$ cat config.mk
export PLATFORM = sky130hd
export DESIGN_NAME = bitmap_uart_streamer
export DESIGN_NICKNAME = d
export VERILOG_FILES = /design/src/rtl/tetris_pkg.sv /design/src/rtl/uart_byte_tx.sv /design/src/rtl/bitmap_uart_streamer.sv
export SDC_FILE = /design/constraint.sdc
export NUM_CORES = 1
export LEC_CHECK = 0
export ABC_AREA = 1
export BUFFER_PORTS_ARGS = -buffer_cell sky130_fd_sc_hd__buf_4
export CAP_MARGIN = 30
export CORE_ASPECT_RATIO = 0.5
export CORE_UTILIZATION = 40
export CTS_BUF_LIST = sky130_fd_sc_hd__clkbuf_8 sky130_fd_sc_hd__clkbuf_16
export CTS_CLUSTER_DIAMETER = 80
export CTS_CLUSTER_SIZE = 24
export DETAILED_ROUTE_END_ITERATION = 8
export GPL_ROUTABILITY_DRIVEN = 0
export PLACE_DENSITY = 0.61
export SLEW_MARGIN = 20
export SYNTH_ARGS = -nofsm -noshare
export SYNTH_HDL_FRONTEND = slang
export SYNTH_SLANG_ARGS = --single-unit
$ cat constraint.sdc
create_clock -name clk -period 1.55 [get_ports clk]
set_input_delay 0.2325 -clock clk [delete_from_list [all_inputs] [get_ports clk]]
set_output_delay 0.2325 -clock clk [all_outputs]
set_load 0.01 [all_outputs]
$ cat src/rtl/tetris_pkg.sv
// ============================================================================
// Module  : tetris_pkg
// Brief   : Shared frame constants and streamer FSM encoding.
// Revision: 1.0 - initial release
// ============================================================================
`default_nettype none
`timescale 1ns/1ps

package tetris_pkg;

  localparam logic [7:0] FRAME_HDR0 = 8'hA5;
  localparam logic [7:0] FRAME_HDR1 = 8'h5A;

  localparam logic [2:0] ST_IDLE  = 3'd0;
  localparam logic [2:0] ST_HDR0  = 3'd1;
  localparam logic [2:0] ST_HDR1  = 3'd2;
  localparam logic [2:0] ST_FETCH = 3'd3;
  localparam logic [2:0] ST_LATCH = 3'd4;
  localparam logic [2:0] ST_SEND  = 3'd5;
  localparam logic [2:0] ST_CSUM  = 3'd6;
  localparam logic [2:0] ST_DONE  = 3'd7;

  // Two bits per cell, eight bits per serial byte.
  function automatic int bytes_per_row(input int area_col);
    return area_col * 2 / 8;
  endfunction

endpackage

`default_nettype wire

$ cat src/rtl/uart_byte_tx.sv
// ============================================================================
// Module  : uart_byte_tx
// Brief   : 8N1 byte serialiser with a back-to-back load handshake.
// Revision: 1.0 - initial release
// ============================================================================
`default_nettype none
`timescale 1ns/1ps

module uart_byte_tx #(
  parameter int CLK_FREQ = 50_000_000,
  parameter int BAUD     = 115_200
) (
  input  logic       clk,
  input  logic       rstn,
  input  logic [7:0] data,
  input  logic       load,
  output logic       tx_ready,
  output logic       tx
);

  localparam int DIV   = CLK_FREQ / BAUD;
  localparam int CNT_W = (DIV > 1) ? $clog2(DIV) : 1;

  logic             r_busy;
  logic [CNT_W-1:0] r_cnt;
  logic [3:0]       r_bit;
  logic [9:0]       r_shift;
  logic             w_bit_end;

  assign w_bit_end = (r_cnt == CNT_W'(DIV - 1));
  // Ready during the final stop-bit cycle lets the next start bit follow with no gap.
  assign tx_ready  = !r_busy || (w_bit_end && (r_bit == 4'd9));
  assign tx        = r_shift[0];

  always_ff @(posedge clk or negedge rstn) begin
    if (!rstn) begin
      r_busy  <= 1'b0;
      r_cnt   <= '0;
      r_bit   <= 4'd0;
      r_shift <= '1;
    end else if (load && tx_ready) begin
      r_busy  <= 1'b1;
      r_cnt   <= '0;
      r_bit   <= 4'd0;
      r_shift <= {1'b1, data, 1'b0};
    end else if (r_busy) begin
      if (w_bit_end) begin
        r_cnt   <= '0;
        r_shift <= {1'b1, r_shift[9:1]};
        if (r_bit == 4'd9) begin
          r_busy <= 1'b0;
        end else begin
          r_bit <= r_bit + 1'b1;
        end
      end else begin
        r_cnt <= r_cnt + 1'b1;
      end
    end
  end

endmodule

`default_nettype wire

$ cat src/rtl/bitmap_uart_streamer.sv
// ============================================================================
// Module  : bitmap_uart_streamer
// Brief   : Periodically snapshots the playfield and streams a checksummed frame over UART.
// Revision: 1.0 - initial release
// ============================================================================
`default_nettype none
`timescale 1ns/1ps

module bitmap_uart_streamer
  import tetris_pkg::*;
#(
  parameter int CLK_FREQ     = 50_000_000,
  parameter int BAUD         = 115_200,
  parameter int AREA_ROW     = 32,
  parameter int AREA_COL     = 16,
  parameter int ROW_ADDR_W   = 5,
  parameter int FRAME_PERIOD = 5_000_000
) (
  input  logic                  clk,
  input  logic                  rstn,
  input  logic                  enable,
  output logic [ROW_ADDR_W-1:0] bitmap_row,
  input  logic [AREA_COL*2-1:0] bitmap_data,
  output logic                  uart_tx,
  output logic                  busy,
  output logic                  frame_done
);

  localparam int ROW_W         = AREA_COL * 2;
  localparam int BYTES_PER_ROW = bytes_per_row(AREA_COL);
  localparam int IDX_W         = $clog2(BYTES_PER_ROW + 1);
  localparam int PER_W         = (FRAME_PERIOD > 1) ? $clog2(FRAME_PERIOD) : 1;

  logic [2:0]            r_state;
  logic [PER_W-1:0]      r_period;
  logic                  r_pending;
  logic [ROW_ADDR_W-1:0] r_row;
  logic [IDX_W-1:0]      r_idx;
  logic [ROW_W-1:0]      r_row_buf;
  logic [7:0]            r_csum;

  logic                  w_tick;
  logic                  w_start;
  logic                  w_last_row;
  logic                  w_row_sent;
  logic                  w_tx_ready;
  logic                  w_load;
  logic                  w_payload;
  logic [7:0]            w_byte;

  assign w_tick     = (r_period == PER_W'(FRAME_PERIOD - 1));
  assign w_start    = (r_state == ST_IDLE) && ((w_tick && enable) || r_pending);
  assign w_last_row = (r_row == ROW_ADDR_W'(AREA_ROW - 1));
  assign w_row_sent = (r_idx == IDX_W'(BYTES_PER_ROW));

  assign bitmap_row = r_row;
  assign busy       = (r_state != ST_IDLE) && (r_state != ST_DONE);
  assign frame_done = (r_state == ST_DONE);

  // LATCH loads the first row byte straight from bitmap_data so only FETCH/LATCH idle the line.
  always_comb begin
    w_load    = 1'b0;
    w_payload = 1'b0;
    w_byte    = 8'h00;
    case (r_state)
      ST_HDR0: begin
        w_load = w_tx_ready;
        w_byte = FRAME_HDR0;
      end
      ST_HDR1: begin
        w_load = w_tx_ready;
        w_byte = FRAME_HDR1;
      end
      ST_LATCH: begin
        w_load    = w_tx_ready;
        w_payload = w_tx_ready;
        w_byte    = bitmap_data[ROW_W-1 -: 8];
      end
      ST_SEND: begin
        w_load    = w_tx_ready && !w_row_sent;
        w_payload = w_tx_ready && !w_row_sent;
        w_byte    = r_row_buf[ROW_W-1 -: 8];
      end
      ST_CSUM: begin
        w_load = w_tx_ready && (r_idx == '0);
        w_byte = r_csum;
      end
      default: ;
    endcase
  end

  always_ff @(posedge clk or negedge rstn) begin
    if (!rstn) begin
      r_state   <= ST_IDLE;
      r_period  <= '0;
      r_pending <= 1'b0;
      r_row     <= '0;
      r_idx     <= '0;
      r_row_buf <= '0;
      r_csum    <= 8'h00;
    end else begin
      r_period <= w_tick ? '0 : r_period + 1'b1;

      if (r_state == ST_IDLE) begin
        r_pending <= 1'b0;
      end else if (w_tick && enable) begin
        r_pending <= 1'b1;
      end

      if (w_payload) begin
        r_csum <= r_csum ^ w_byte;
      end

      case (r_state)
        ST_IDLE: begin
          if (w_start) begin
            r_state <= ST_HDR0;
            r_csum  <= 8'h00;
            r_row   <= '0;
          end
        end
        ST_HDR0:  if (w_tx_ready) r_state <= ST_HDR1;
        ST_HDR1:  if (w_tx_ready) r_state <= ST_FETCH;
        ST_FETCH: r_state <= ST_LATCH;
        ST_LATCH: begin
          r_row_buf <= w_tx_ready ? (bitmap_data << 8) : bitmap_data;
          r_idx     <= w_tx_ready ? IDX_W'(1) : '0;
          r_state   <= ST_SEND;
        end
        ST_SEND: begin
          if (w_row_sent) begin
            if (w_last_row) begin
              r_idx   <= '0;
              r_state <= ST_CSUM;
            end else if (w_tx_ready) begin
              r_row   <= r_row + 1'b1;
              r_state <= ST_FETCH;
            end
          end else if (w_tx_ready) begin
            r_row_buf <= r_row_buf << 8;
            r_idx     <= r_idx + 1'b1;
          end
        end
        ST_CSUM: begin
          if (w_tx_ready) begin
            if (r_idx == '0) begin
              r_idx <= IDX_W'(1);
            end else begin
              r_state <= ST_DONE;
            end
          end
        end
        ST_DONE: begin
          r_row   <= '0;
          r_state <= ST_IDLE;
        end
        default: r_state <= ST_IDLE;
      endcase
    end
  end

  uart_byte_tx #(
    .CLK_FREQ (CLK_FREQ),
    .BAUD     (BAUD)
  ) u_tx (
    .clk      (clk),
    .rstn     (rstn),
    .data     (w_byte),
    .load     (w_load),
    .tx_ready (w_tx_ready),
    .tx       (uart_tx)
  );

endmodule

`default_nettype wire

==> metrics.md <==
| Metric | Value |
|---|---|
| Commonest non-fill, non-tap cell in the layout | `nand2_1` |
| Clock Path Buffers | `2` |
| Total CTS buffers | `9` |
| Drt first pass iters | `5` |
| Final Instance Area | `0.00858 mm^2` |
| Yosys reg bits | `98` |
| Area growth, synth to finish | `48.9%` |
| Static leakage | `4.31 nW` |
| Cell Area, Placed | `0.00715 mm^2` |
| Routed length per instance | `13.9 um` |
| N_diodes | `0` |
| Final max-slew violation count | `0` |
| Vias | `5836` |
| Worst Path Max Fanout | `8` |
| Sink Count | `98` |
| Post-route ant nets | `0` |
| CP max stage delay | `0.38 ns` |
| Share of layout cells above drive strength 1 | `37.1%` |
| Setup Crit Path Kind | `reg2reg` |
| Clock root buffer master | `clkbuf_16` |
| Vias per cell | `4.96` |
| DRC | `0` |
| Total GRT Usage | `23.0%` |
| Worst-Margin Slew | `0.382 ns` |
| Period Utilization, post-route | `111%` |
| Post-synthesis cell count | `809` |
| Post-synthesis cell area | `0.00576 mm^2` |
| CP startpoint kind | `flop` |
| Most frequent cells in the layout | `nand2_1, buf_4, dfrtp_1` |
| Die ar. | `0.0149 mm^2` |
| Largest net degree at the start of global routing | `32` |
| H-tree depth | `3` |
| Clock slew at reported path FFs | `0.07 ns` |
| CP dominant cell by count | `nand2_1` |
| Total wire length | `16300 um` |
| Post-synthesis sequential area ratio | `42.8%` |
| Ys flop type | `dfrtp_1` |
| Initial Utilization | `41.7%` |
| Final #Nets | `1023` |
| Critical Path Slowest Stage Cell | `dfrtp_1` |
| WHS | `0.118 ns` |
| Max-cap viol count | `0` |
| Maximum vdd drop | `0.502 mV` |
| Placeable Area | `0.0138 mm^2` |
| Status | `finished with violations` |
| Fin. Hold Viols | `0` |
| Clk_skew | `0.0155 ns` |
| HPWL after DPL | `10600 um` |
| Ys async rst share | `100%` |
| Setup ws final | `-0.168 ns` |
| Row Count | `30` |
| CTS tree | `yes` |
| GRT overflow | `0` |
| Die Y | `86.8 um` |
| Synthesized area per cell | `7.12 um^2` |
| Number of port buffers | `42` |
| Clk Latency, worst-skew pair | `0.36 ns` |
| Failing checks | `setup timing` |
| Setup-failing EPs final | `74` |
| Critical path, cell by cell | `inv_1 > ha_2 > nand2_2 > nor2_4 > nand3_4 > nand2_8 > buf_12 > buf_12 > nand2_1 > nand2_1 > nand2_1 > a21oi_2` |
| Post-synth EDFFs | `0` |
| Crit path time final | `1.72 ns` |
| Violation count after the first detailed-routing iteration | `344` |
| Die X | `172 um` |
| Top Ports | `43` |
| Syn. warnings | `0` |
| Synth unique cells | `35` |
| Post-synth net total | `853` |
| F_max | `0.582 GHz` |
| Unrepaired setup endpoints after global routing | `yes` |
| Number of global-route vias before repair | `5624` |
| Initial antenna violation count | `0` |
| Crit path capture type | `flop` |
| Required @ worst endpoint | `1.84 ns` |
| Power Density | `634 mW/mm^2` |
| First-pass GRT wire length | `26700 um` |
| Min-delay worst type | `in2reg` |
| Slew HR | `74.3%` |
| CP Data Arrival Time | `2.01 ns` |
[cell type report]
class	count	area, um^2
fill	1216	5240
sequential	98	2470
timing repair buffer	186	1770
clock inverter	7	123
tap	192	240
multi-input combinational	593	3380
clock buffer	9	225
inverter	91	369
[metrics by stage]
| step | total power, W | setup WS [ns] | setup TNS (ns) | cells | util, % |
|---|---|---|---|---|---|
| floorplan | 0.00264 | -0.0611 | -0.454 | 809 | - |
| global placement | 0.00281 | -0.236 | -10.00 | 1126 | 51.7 |
| detailed placement | 0.00281 | -0.309 | -14.17 | 1126 | 51.7 |
| CTS | 0.00550 | -0.135 | -4.99 | 1161 | 58.1 |
| global route | 0.00562 | -0.300 | -15.12 | 1176 | 62.1 |
| finish | 0.00544 | -0.168 | -7.52 | 1176 | 62.1 |
[worst max-delay path, delay by kind of cell (launching register included)]
family,cells,cell delay [ns]
AOI/OAI and AO/OA,1,0.13
adders and majority gates,1,0.16
buffers and inverters,3,0.33
DFF,1,0.38
and+or+nand+nor,7,0.62
[logic make-up (layout without fill, tap and decap cells)]
logic type	after synthesis	count (layout)	share of synthesized area, %
AND/OR/NAND/NOR	478	478	35.4
buffers and inverters	118	293	8.82
flip-flops	98	98	42.8
AO/OA/AOI/OAI	85	85	7.89
XOR/XNOR	21	21	3.19
adder cells (fa/ha/maj)	9	9	1.96
[power breakdown]
| group | internal (W) | leakage [nW] | total, W | switching [W] |
|---|---|---|---|---|
| registers | 0.00256 | 1.11 | 0.00256 | 0 |
| clock network | 0.00159 | 0.168 | 0.00266 | 0.00107 |
| logic | 0.000101 | 3.03 | 0.000220 | 0.000119 |
| total | 0.00425 | 4.31 | 0.00544 | 0.00119 |
[repair_timing]
action                     CTS  global route
setup endpoints to repair   76            84
hold buffers                 1             0
hold endpoints to repair    21             0
setup buffers               14            10
gates resized for setup     97            98
pin swaps                   25            51
cloned                       4             6
[final timing paths]
| path | startpoint | end | slack [ns] | cells after the start |
|---|---|---|---|---|
| worst max-delay path | u_tx.r_bit[1] | r_row_buf[23] | -0.17 | 12 |
| worst min register to register | u_tx.r_shift[5] | u_tx.r_shift[5] | 0.47 | 2 |
| worst max register to register | u_tx.r_bit[1] | r_row_buf[23] | -0.17 | 12 |
| min in group asynchronous | rstn | r_period[16] | 0.34 | 2 |
| worst min-delay path | bitmap_data[1] | r_row_buf[1] | 0.12 | 3 |
| max in group asynchronous | rstn | u_tx.r_shift[7] | 0.60 | 3 |
[Yosys cell counts, types with 6 or more instances]
cell type | n | area [um^2]
nand2_1 | 271 | 1020
dfrtp_1 | 89 | 2230
nor2_1 | 84 | 315
inv_1 | 82 | 308
nand3_1 | 75 | 375
a21oi_1 | 42 | 210
o21ai_0 | 22 | 110
xor2_1 | 17 | 149
buf_2 | 13 | 65.1
nand4_1 | 11 | 68.8
nor3_1 | 10 | 50.1
dfstp_2 | 9 | 236
ha_1 | 9 | 113
o21ai_1 | 9 | 45.0
o211ai_1 | 8 | 60.1
buf_4 | 6 | 45.0
inv_2 | 6 | 22.5
nand2_2 | 6 | 37.5
[routing by layer]
metal	GRT usage [%]	vias to the layer above	part of all wire [%]
li1	-	2913	-
met1	30.3	2757	45
met2	37.7	145	48
met3	5.07	21	5.1
met4	7.06	0	1.7
met5	0	-	0
[sequential cells by signal, summed over array words and instances, names as in the netlist]
signal        flops
u_tx.r_shift      9
r_csum            8
u_tx.r_bit        4
r_state           3
r_row_buf        32
r_period         23
bitmap_row        5
u_tx.r_busy       1
u_tx.r_cnt        9
r_pending         1
r_idx             3
(Power assumes the default switching activity.)
